**config.mk**
```make
export PLATFORM = sky130hd
export DESIGN_NAME = std_sram_singleport_reqctl_flat
export DESIGN_NICKNAME = d
export VERILOG_FILES = /design/src/rtl/std_sram_singleport_reqctl_if.sv /design/src/rtl/std_sram_singleport_reqctl.sv /design/src/flat_wrapper.sv
export SDC_FILE = /design/constraint.sdc
export NUM_CORES = 1
export LEC_CHECK = 0
export CELL_PAD_IN_SITES_DETAIL_PLACEMENT = 1
export CELL_PAD_IN_SITES_GLOBAL_PLACEMENT = 1
export CORE_MARGIN = 4
export CORE_UTILIZATION = 35
export CTS_CLUSTER_SIZE = 16
export DETAILED_ROUTE_END_ITERATION = 16
export GPL_ROUTABILITY_DRIVEN = 0
export HOLD_SLACK_MARGIN = 0.03
export PLACE_DENSITY = 0.78
export SYNTH_ARGS = -nofsm -noshare
export SYNTH_HDL_FRONTEND = slang
export SYNTH_SLANG_ARGS = --single-unit
```
**constraint.sdc**
```tcl
create_clock -name clk -period 2.5 [get_ports clk]
set_clock_uncertainty 0.1 [all_clocks]
set_input_delay 0.375 -clock clk [delete_from_list [all_inputs] [get_ports clk]]
set_output_delay 0.375 -clock clk [all_outputs]
set_load 0.01 [all_outputs]
```
**src/rtl/std_sram_singleport_reqctl_if.sv**
```systemverilog
// Request and response channels of the single-port SRAM front-end.
// The master drives requests and consumes responses. The slave is the controller.
interface std_sram_singleport_reqctl_if #(
  parameter int ADDR_WIDTH = 1,
  parameter int DATA_WIDTH = 1
);
  logic                  req_valid;
  logic                  req_ready;
  logic                  req_we;
  logic [ADDR_WIDTH-1:0] req_addr;
  logic [DATA_WIDTH-1:0] req_wdata;
  logic                  rsp_valid;
  logic                  rsp_ready;
  logic [DATA_WIDTH-1:0] rsp_rdata;

  modport master (
    output req_valid, req_we, req_addr, req_wdata, rsp_ready,
    input  req_ready, rsp_valid, rsp_rdata
  );

  modport slave (
    input  req_valid, req_we, req_addr, req_wdata, rsp_ready,
    output req_ready, rsp_valid, rsp_rdata
  );
endinterface

```
**src/rtl/std_sram_singleport_reqctl.sv**
```systemverilog
// Single-port SRAM request controller. It issues accesses through a combinational path and
// tracks reads in flight with a valid pipe. A credit-gated in-order FIFO buffers the read data.
module std_sram_singleport_reqctl #(
  parameter int ADDR_WIDTH   = 1,
  parameter int DATA_WIDTH   = 1,
  parameter int READ_LATENCY = 2,
  parameter int RSP_DEPTH    = 4
) (
  input  logic                  clk,
  input  logic                  reset,
  std_sram_singleport_reqctl_if.slave bus,
  output logic                  sram_en,
  output logic                  sram_we,
  output logic [ADDR_WIDTH-1:0] sram_addr,
  output logic [DATA_WIDTH-1:0] sram_din,
  input  logic [DATA_WIDTH-1:0] sram_dout
);
  localparam int CW = $clog2(RSP_DEPTH + 1);
  localparam int PW = (RSP_DEPTH > 1) ? $clog2(RSP_DEPTH) : 1;
  localparam logic [CW-1:0] DEPTH_C  = CW'(RSP_DEPTH);
  localparam logic [PW-1:0] PTR_LAST = PW'(RSP_DEPTH - 1);

  logic [CW-1:0]                        credit, cnt;
  logic [PW-1:0]                        wptr, rptr;
  logic [RSP_DEPTH-1:0][DATA_WIDTH-1:0] fifo;
  logic [READ_LATENCY:1]                vld_pipe;
  logic                                 rd_iss, push, pop;

  function automatic logic [PW-1:0] ptr_nxt(input logic [PW-1:0] p);
    return (p == PTR_LAST) ? '0 : p + 1'b1;
  endfunction

  // Every issued read reserves a FIFO slot until it is popped. The FIFO therefore cannot overflow.
  assign bus.req_ready = ~reset & (credit < DEPTH_C);
  assign sram_en       = bus.req_valid & bus.req_ready;
  assign sram_we       = bus.req_we & ~reset;
  assign sram_addr     = bus.req_addr;
  assign sram_din      = bus.req_wdata;
  assign rd_iss        = sram_en & ~bus.req_we;
  assign push          = vld_pipe[READ_LATENCY];
  assign bus.rsp_valid = (cnt != '0);
  assign pop           = bus.rsp_valid & bus.rsp_ready;
  assign bus.rsp_rdata = fifo[rptr];

  always_ff @(posedge clk) begin
    if (reset) begin
      vld_pipe <= '0;
      credit   <= '0;
      cnt      <= '0;
      wptr     <= '0;
      rptr     <= '0;
    end else begin
      vld_pipe[1] <= rd_iss;
      for (int i = 2; i <= READ_LATENCY; i++) vld_pipe[i] <= vld_pipe[i-1];
      credit <= credit + CW'(rd_iss) - CW'(pop);
      cnt    <= cnt + CW'(push) - CW'(pop);
      if (push) wptr <= ptr_nxt(wptr);
      if (pop)  rptr <= ptr_nxt(rptr);
    end
  end

  always_ff @(posedge clk) begin
    if (push) fifo[wptr] <= sram_dout;
  end
endmodule

```
**src/flat_wrapper.sv**
```systemverilog
// flat-port wrapper written by rule: the top's interface ports become plain ports
module std_sram_singleport_reqctl_flat 
#(
  parameter int ADDR_WIDTH   = 1,
  parameter int DATA_WIDTH   = 1,
  parameter int READ_LATENCY = 2,
  parameter int RSP_DEPTH    = 4
)
  (clk, reset, sram_en, sram_we, sram_addr, sram_din, sram_dout, bus_req_valid, bus_req_we, bus_req_addr, bus_req_wdata, bus_rsp_ready, bus_req_ready, bus_rsp_valid, bus_rsp_rdata);
  std_sram_singleport_reqctl_if #(.ADDR_WIDTH(ADDR_WIDTH), .DATA_WIDTH(DATA_WIDTH)) bus_i ();
  input  logic clk;
  input  logic reset;
  output logic sram_en;
  output logic sram_we;
  output logic [ADDR_WIDTH-1:0] sram_addr;
  output logic [DATA_WIDTH-1:0] sram_din;
  input  logic [DATA_WIDTH-1:0] sram_dout;
  input wire logic [$bits(bus_i.req_valid)-1:0] bus_req_valid;
  input wire logic [$bits(bus_i.req_we)-1:0] bus_req_we;
  input wire logic [$bits(bus_i.req_addr)-1:0] bus_req_addr;
  input wire logic [$bits(bus_i.req_wdata)-1:0] bus_req_wdata;
  input wire logic [$bits(bus_i.rsp_ready)-1:0] bus_rsp_ready;
  output wire logic [$bits(bus_i.req_ready)-1:0] bus_req_ready;
  output wire logic [$bits(bus_i.rsp_valid)-1:0] bus_rsp_valid;
  output wire logic [$bits(bus_i.rsp_rdata)-1:0] bus_rsp_rdata;
  assign bus_i.req_valid = bus_req_valid;
  assign bus_i.req_we = bus_req_we;
  assign bus_i.req_addr = bus_req_addr;
  assign bus_i.req_wdata = bus_req_wdata;
  assign bus_i.rsp_ready = bus_rsp_ready;
  assign bus_req_ready = bus_i.req_ready;
  assign bus_rsp_valid = bus_i.rsp_valid;
  assign bus_rsp_rdata = bus_i.rsp_rdata;
  std_sram_singleport_reqctl #(.ADDR_WIDTH(ADDR_WIDTH), .DATA_WIDTH(DATA_WIDTH), .READ_LATENCY(READ_LATENCY), .RSP_DEPTH(RSP_DEPTH)) u_core (.clk(clk), .reset(reset), .bus(bus_i), .sram_en(sram_en), .sram_we(sram_we), .sram_addr(sram_addr), .sram_din(sram_din), .sram_dout(sram_dout));
endmodule
```
==> out/qor.txt, run 1 <==
CP max stage cell - clkdlybuf4s50_1
vias per cell - 4.56
Worst EP arrival - 1.71 ns
Tcrit/Tclk final - 87.3%
Psw - 269 uW
Post-Syn Instances - 70
Sink Count - 16
diodes inserted - 0
Initial Utilization - 36.9%
IO Pins - 15
Post-Route WL - 1.23 mm
largest net degree at the start of global routing - 16
Mapped Area - 816 um2
post-DP HPWL - 984 um
WL per Instance - 11.1 um
RSZ-0062 raised after global routing - no
part of the power in registers - 41.8%
top post-synthesis cells by area - dfxtp_1 29%, edfxtp_1 15%, ha_1 14%, xnor3_1 5.5%, nor2b_1 5.4%
fraction of layout cells with a size suffix above 1 - 8.43%
crit path time final - 2.18 ns
Power Density - 906 nW/um2
number of distinct library cells after synthesis - 21
via count - 506
most used cell, CP - clkdlybuf4s50_1
worst slew pin tran - 0.297 ns
worst vdd ir - 0.413 mV
Final Hold Fails - 0
Req. time, crit path - 2.03 ns
Yosys top cell area share - 29.4%
outcome - completed
CTS buffer count - 3
clock slew at reported path FFs - 0.09 ns
CP endpoint kind - primary output
Root Buffer - clkbuf_4
maximum clock frequency - 458 MHz
vias in the first global route - 530
Hold-fix buffers, CTS - 0
reported max-cap violation count - 0
Area growth, synth to finish - 19.3%
Startpoint Class - primary input
GRT Util Overall - 9.20%
CP peak stage delay - 0.61 ns
clk buf depth - 2
Static Leakage - 0.404 nW
DR iter-0 viols - 2
Final Max Tran Viols - 0
Final nets - 103
Clk Latency, worst-skew pair - 0.28 ns
Internal Power - 613 uW
DRC Markers - 0
Hold Startpoint - u_core.vld_pipe[1]
FF+latch count, synth - 16
first-pass GRT wire length - 2.23 mm
H-tree levels - 1
Setup Buffers After CTS - 0
Buffers on Ports - 10
Hold Path Class - reg -> reg
register area share after synthesis - 44.2%
Clk pwr share - 15.6%
worst path cell trace - clkdlybuf4s50_1 -> nor3b_1 -> clkdlybuf4s50_1
die area - 3170 um2
drt pass-1 iters - 2
Post-Syn Nets - 89
initial antenna violation count - 0
DRT antenna net count - 0
crit path from - reset
Crit Path Max Fanout - 3
most frequent cells in the layout - 12 x dfxtp_1, 10 x clkdlybuf4s50_1, 9 x ha_1
PostCTS Resize Cnt - 0
Slew HR - 80.1%
Setup violations, final - 0
die outline width - 56.3 um
Crit Path Class - in -> out
CTS tree - yes
Reg-to-Reg Start - u_core.cnt[1]
Synth Warn # - 0
Mapped Avg Cell Area - 11.7 um2
setup_tns - 0 ns
Sw Share - 30.5%
core area - 2210 um2
combinational power share - 42.6%
Synth area leader - dfxtp_1
commonest non-fill, non-tap cell in the layout - dfxtp_1
Layout Utilization - 44.0%
Vert. Die Dim - 56.3 um
FP Rows - 17
remaining global-route overflow - 0
cell usage after synthesis:
cell type / number
mux2_4: 1
buf_4: 2
dfxtp_1: 12
ha_1: 9
fa_1: 2
nand2b_1: 3
and2_1: 4
mux2i_1: 2
nor2_1: 6
nor3_1: 1
a21oi_1: 1
or3_1: 1
mux4_2: 1
clkbuf_1: 1
inv_1: 8
nor2b_1: 7
edfxtp_1: 4
xnor3_1: 2
nor3b_1: 1
or3b_1: 1
o31a_1: 1
worst max-delay path, delay by kind of cell:
kind                   cells  cell delay (ns)
AND/OR/NAND/NOR            1             0.30
buffers and inverters      2             1.03
area by class of cell:
cell class / count / area [um2]
Fill cell: 249 / 1240
Multi-Input combinational cell: 43 / 407
Sequential cell: 16 / 360
Timing Repair Buffer: 12 / 115
Tap cell: 28 / 35.0
Inverter: 8 / 30.0
Clock buffer: 3 / 22.5
Clock inverter: 1 / 3.75
routing by layer:
| layer | routed length, um | track usage (%) |
|---|---|---|
| met5 | 0 | 0 |
| met2 | 594 | 16.4 |
| met1 | 543 | 9.39 |
| met3 | 80 | 4.37 |
| met4 | 16 | 3.05 |
metrics by stage:
step | total power, mW | worst slack [ns] | std cells | hold slack, ns | cell area, um2
after detailed placement | 0.762 | 0.135 | 107 | 0.350 | 947
after CTS | 0.902 | 0.287 | 111 | 0.367 | 973
after global placement | 0.731 | 0.177 | 107 | 0.321 | 947
final | 0.882 | 0.318 | 111 | 0.361 | 973
after floorplan | 0.630 | 0.499 | 70 | 0.314 | 816
after global routing | 0.973 | 0.203 | 111 | 0.400 | 973
power by group through the flow:
stage	Combinational (mW)	Sequential (mW)	Clock (mW)
after floorplan	0.269	0.362	0
after CTS	0.387	0.370	0.144
after global placement	0.360	0.370	0
final	0.375	0.369	0.138
after detailed placement	0.387	0.376	0
after global routing	0.434	0.380	0.159
cell families after synthesis:
group	after synthesis	share of synthesized area [%]
AOI/OAI and AO/OA	2	1.69
DFF	16	44.2
xor gates and xnor gates	2	5.52
buffers and inverters	11	5.98
muxes	4	7.05
adders and majority gates	11	18.7
and+or+nand+nor	24	16.9
path summary, 6_finish.rpt:
path | to | slack (ns) | depth (start not counted)
min | u_core.vld_pipe[2] | 0.36 | 1
max | sram_en | 0.32 | 3
max reg2reg | u_core.cnt[2] | 0.42 | 8
min reg2reg | u_core.vld_pipe[2] | 0.36 | 1
state kept, by name, summed over array words and instances (netlist names):
signal / count
u_core.fifo: 4
u_core.credit: 3
u_core.rptr: 2
u_core.wptr: 2
u_core.cnt: 3
u_core.vld_pipe: 2
Note: power is estimated with default switching activity, not from simulation.
==> run 2, diff against run 1 <==
--- a/config.mk
+++ b/config.mk
@@ -5,6 +5,8 @@
 export SDC_FILE = /design/constraint.sdc
 export NUM_CORES = 1
 export LEC_CHECK = 0
+export ABC_AREA = 0
+export ABC_CLOCK_PERIOD_IN_PS = 2500
 export CELL_PAD_IN_SITES_DETAIL_PLACEMENT = 1
 export CELL_PAD_IN_SITES_GLOBAL_PLACEMENT = 1
 export CORE_MARGIN = 4
==> results of run 2 <==
Final layout, timing and power as in run 1 (identical DEF).
==> run 3, diff against run 2 <==
--- a/config.mk
+++ b/config.mk
@@ -8,14 +8,14 @@
 export ABC_AREA = 0
 export ABC_CLOCK_PERIOD_IN_PS = 2500
 export CELL_PAD_IN_SITES_DETAIL_PLACEMENT = 1
-export CELL_PAD_IN_SITES_GLOBAL_PLACEMENT = 1
+export CELL_PAD_IN_SITES_GLOBAL_PLACEMENT = 2
 export CORE_MARGIN = 4
-export CORE_UTILIZATION = 35
+export CORE_UTILIZATION = 32
 export CTS_CLUSTER_SIZE = 16
 export DETAILED_ROUTE_END_ITERATION = 16
 export GPL_ROUTABILITY_DRIVEN = 0
 export HOLD_SLACK_MARGIN = 0.03
-export PLACE_DENSITY = 0.78
+export PLACE_DENSITY = 0.84
 export SYNTH_ARGS = -nofsm -noshare
 export SYNTH_HDL_FRONTEND = slang
 export SYNTH_SLANG_ARGS = --single-unit
==> out/qor.txt, run 3 (synthesis gave the netlist of run 1 again) <==
Worst EP arrival - 1.70 ns
Sw Share - 29.9%
Critical path buffers and inverters - 2
Setup violations, final - 0
core area - 2450 um2
worst vdd ir - 0.539 mV
diodes inserted - 0
H-tree levels - 1
CP peak stage delay - 0.60 ns
vias per cell - 4.36
post-DP HPWL - 918 um
Post-Route WL - 1.17 mm
outcome - completed
Tcrit/Tclk final - 86.8%
Internal Power - 610 uW
via count - 493
CP max stage cell - clkdlybuf4s50_1
Inst Count DP - 109
drt pass-1 iters - 2
PostCTS Resize Cnt - 0
largest net degree at the start of global routing - 16
Psw - 261 uW
Top Registers - u_core.fifo x4, u_core.cnt x3, u_core.credit x3
Final nets - 103
design area - 976 um2
max reg flops - 4
Clk pwr share - 15.7%
clk buf depth - 2
combinational power share - 42.1%
CP endpoint kind - primary output
maximum clock frequency - 461 MHz
DRT antenna net count - 0
Placed Area - 950 um2
IO Pins - 15
reported max-cap violation count - 0
die outline width - 58.5 um
GRT Util Overall - 8.54%
pre-CTS WS - 0.139 ns
worst path cell trace - clkdlybuf4s50_1 -> nor3b_1 -> clkdlybuf4s50_1
DR iter-0 viols - 2
fraction of layout cells with a size suffix above 1 - 8.43%
CTS tree - yes
Area growth, synth to finish - 19.6%
Sink Count - 16
vias in the first global route - 538
Vert. Die Dim - 58.5 um
clock slew at reported path FFs - 0.09 ns
fillers - 274
Crit Path Class - in -> out
first-pass GRT wire length - 2.17 mm
RSZ-0062 raised after global routing - no
Largest Register - u_core.fifo
Power Density - 892 nW/um2
Setup Buffers After CTS - 0
Reg area - 360 um2
area of the multi-input gates - 407 um2
most frequent cells in the layout - 12 x dfxtp_1, 10 x clkdlybuf4s50_1, 9 x ha_1
initial antenna violation count - 0
Initial Utilization - 33.2%
Req. time, crit path - 2.03 ns
Crit Path Max Fanout - 3
part of the power in registers - 42.3%
FP Rows - 18
Final Hold Fails - 0
DRC Markers - 0
most used cell, CP - clkdlybuf4s50_1
Clk Latency, worst-skew pair - 0.28 ns
Worst path top cell family by delay - buffers and inverters
commonest non-fill, non-tap cell in the layout - dfxtp_1
Hold-fix buffers, CTS - 0
Slew HR - 80.4%
fin cells - 113
Static Leakage - 0.404 nW
crit path time final - 2.17 ns
CTS buffer count - 3
final hold slack - 0.360 ns
WL per Instance - 10.4 um
Final Max Tran Viols - 0
final worst slack - 0.330 ns
setup_tns - 0 ns
remaining global-route overflow - 0
worst slew pin tran - 0.294 ns
Buffers on Ports - 10
Root Buffer - clkbuf_4
Startpoint Class - primary input
die area - 3420 um2
Hold Path Class - reg -> reg
[run 3: cell counts in the layout (fill, tap and decap cells not counted)]
No cell type changed its count.
[run 3: final timing paths]
kind	start	end	slack (ns)	cells after the start
worst max-delay path	bus_req_valid	sram_en	0.33	3
worst min-delay path	u_core.vld_pipe[1]	u_core.vld_pipe[2]	0.36	1
worst max register to register	u_core.cnt[1]	u_core.cnt[2]	0.44	8
worst min register to register	u_core.vld_pipe[1]	u_core.vld_pipe[2]	0.36	1
[run 3: worst register-to-register path, stage by stage, from the launching register on]
cell and delay, ns:
dfxtp_1 0.36, o31a_1 0.35, ha_1 0.30, inv_1 0.06, ha_1 0.13, inv_1 0.05, fa_1 0.37, xnor3_1 0.21
nor2_1 0.04
[run 3: through the flow]
| step | total power, mW | utilization (%) |
|---|---|---|
| 6_report | 0.870 | 39.8 |
| 5_1_grt | 0.961 | 39.8 |
| 4_1_cts | 0.895 | 39.8 |
| 3_5_place_dp | 0.751 | 38.7 |
| 3_3_place_gp | 0.731 | 38.7 |
| 2_1_floorplan | 0.630 | - |
[run 3: final cells by class]
type | instances | area share, %
multi-input cells | 43 | 41.7
repair buffers | 12 | 11.8
inverters | 8 | 3.08
clock inverters | 1 | 0.385
well taps | 30 | 3.85
clock buffers | 3 | 2.31
flip-flops and latches | 16 | 36.9
[run 3: power groups by stage]
stage / registers (mW) / clock network, mW / logic, mW
after detailed placement: 0.375 / 0 / 0.376
final: 0.368 / 0.136 / 0.366
after floorplan: 0.362 / 0 / 0.269
after CTS: 0.370 / 0.148 / 0.377
after global routing: 0.375 / 0.161 / 0.425
after global placement: 0.371 / 0 / 0.359
[run 3: layer usage]
layer  GRT usage, %  vias up  wire (um)
met5              0        -          0
met4           6.95        0         27
met3           2.19        4         63
met2           13.2       11        552
met1           9.85      228        526
li1               -      250          -
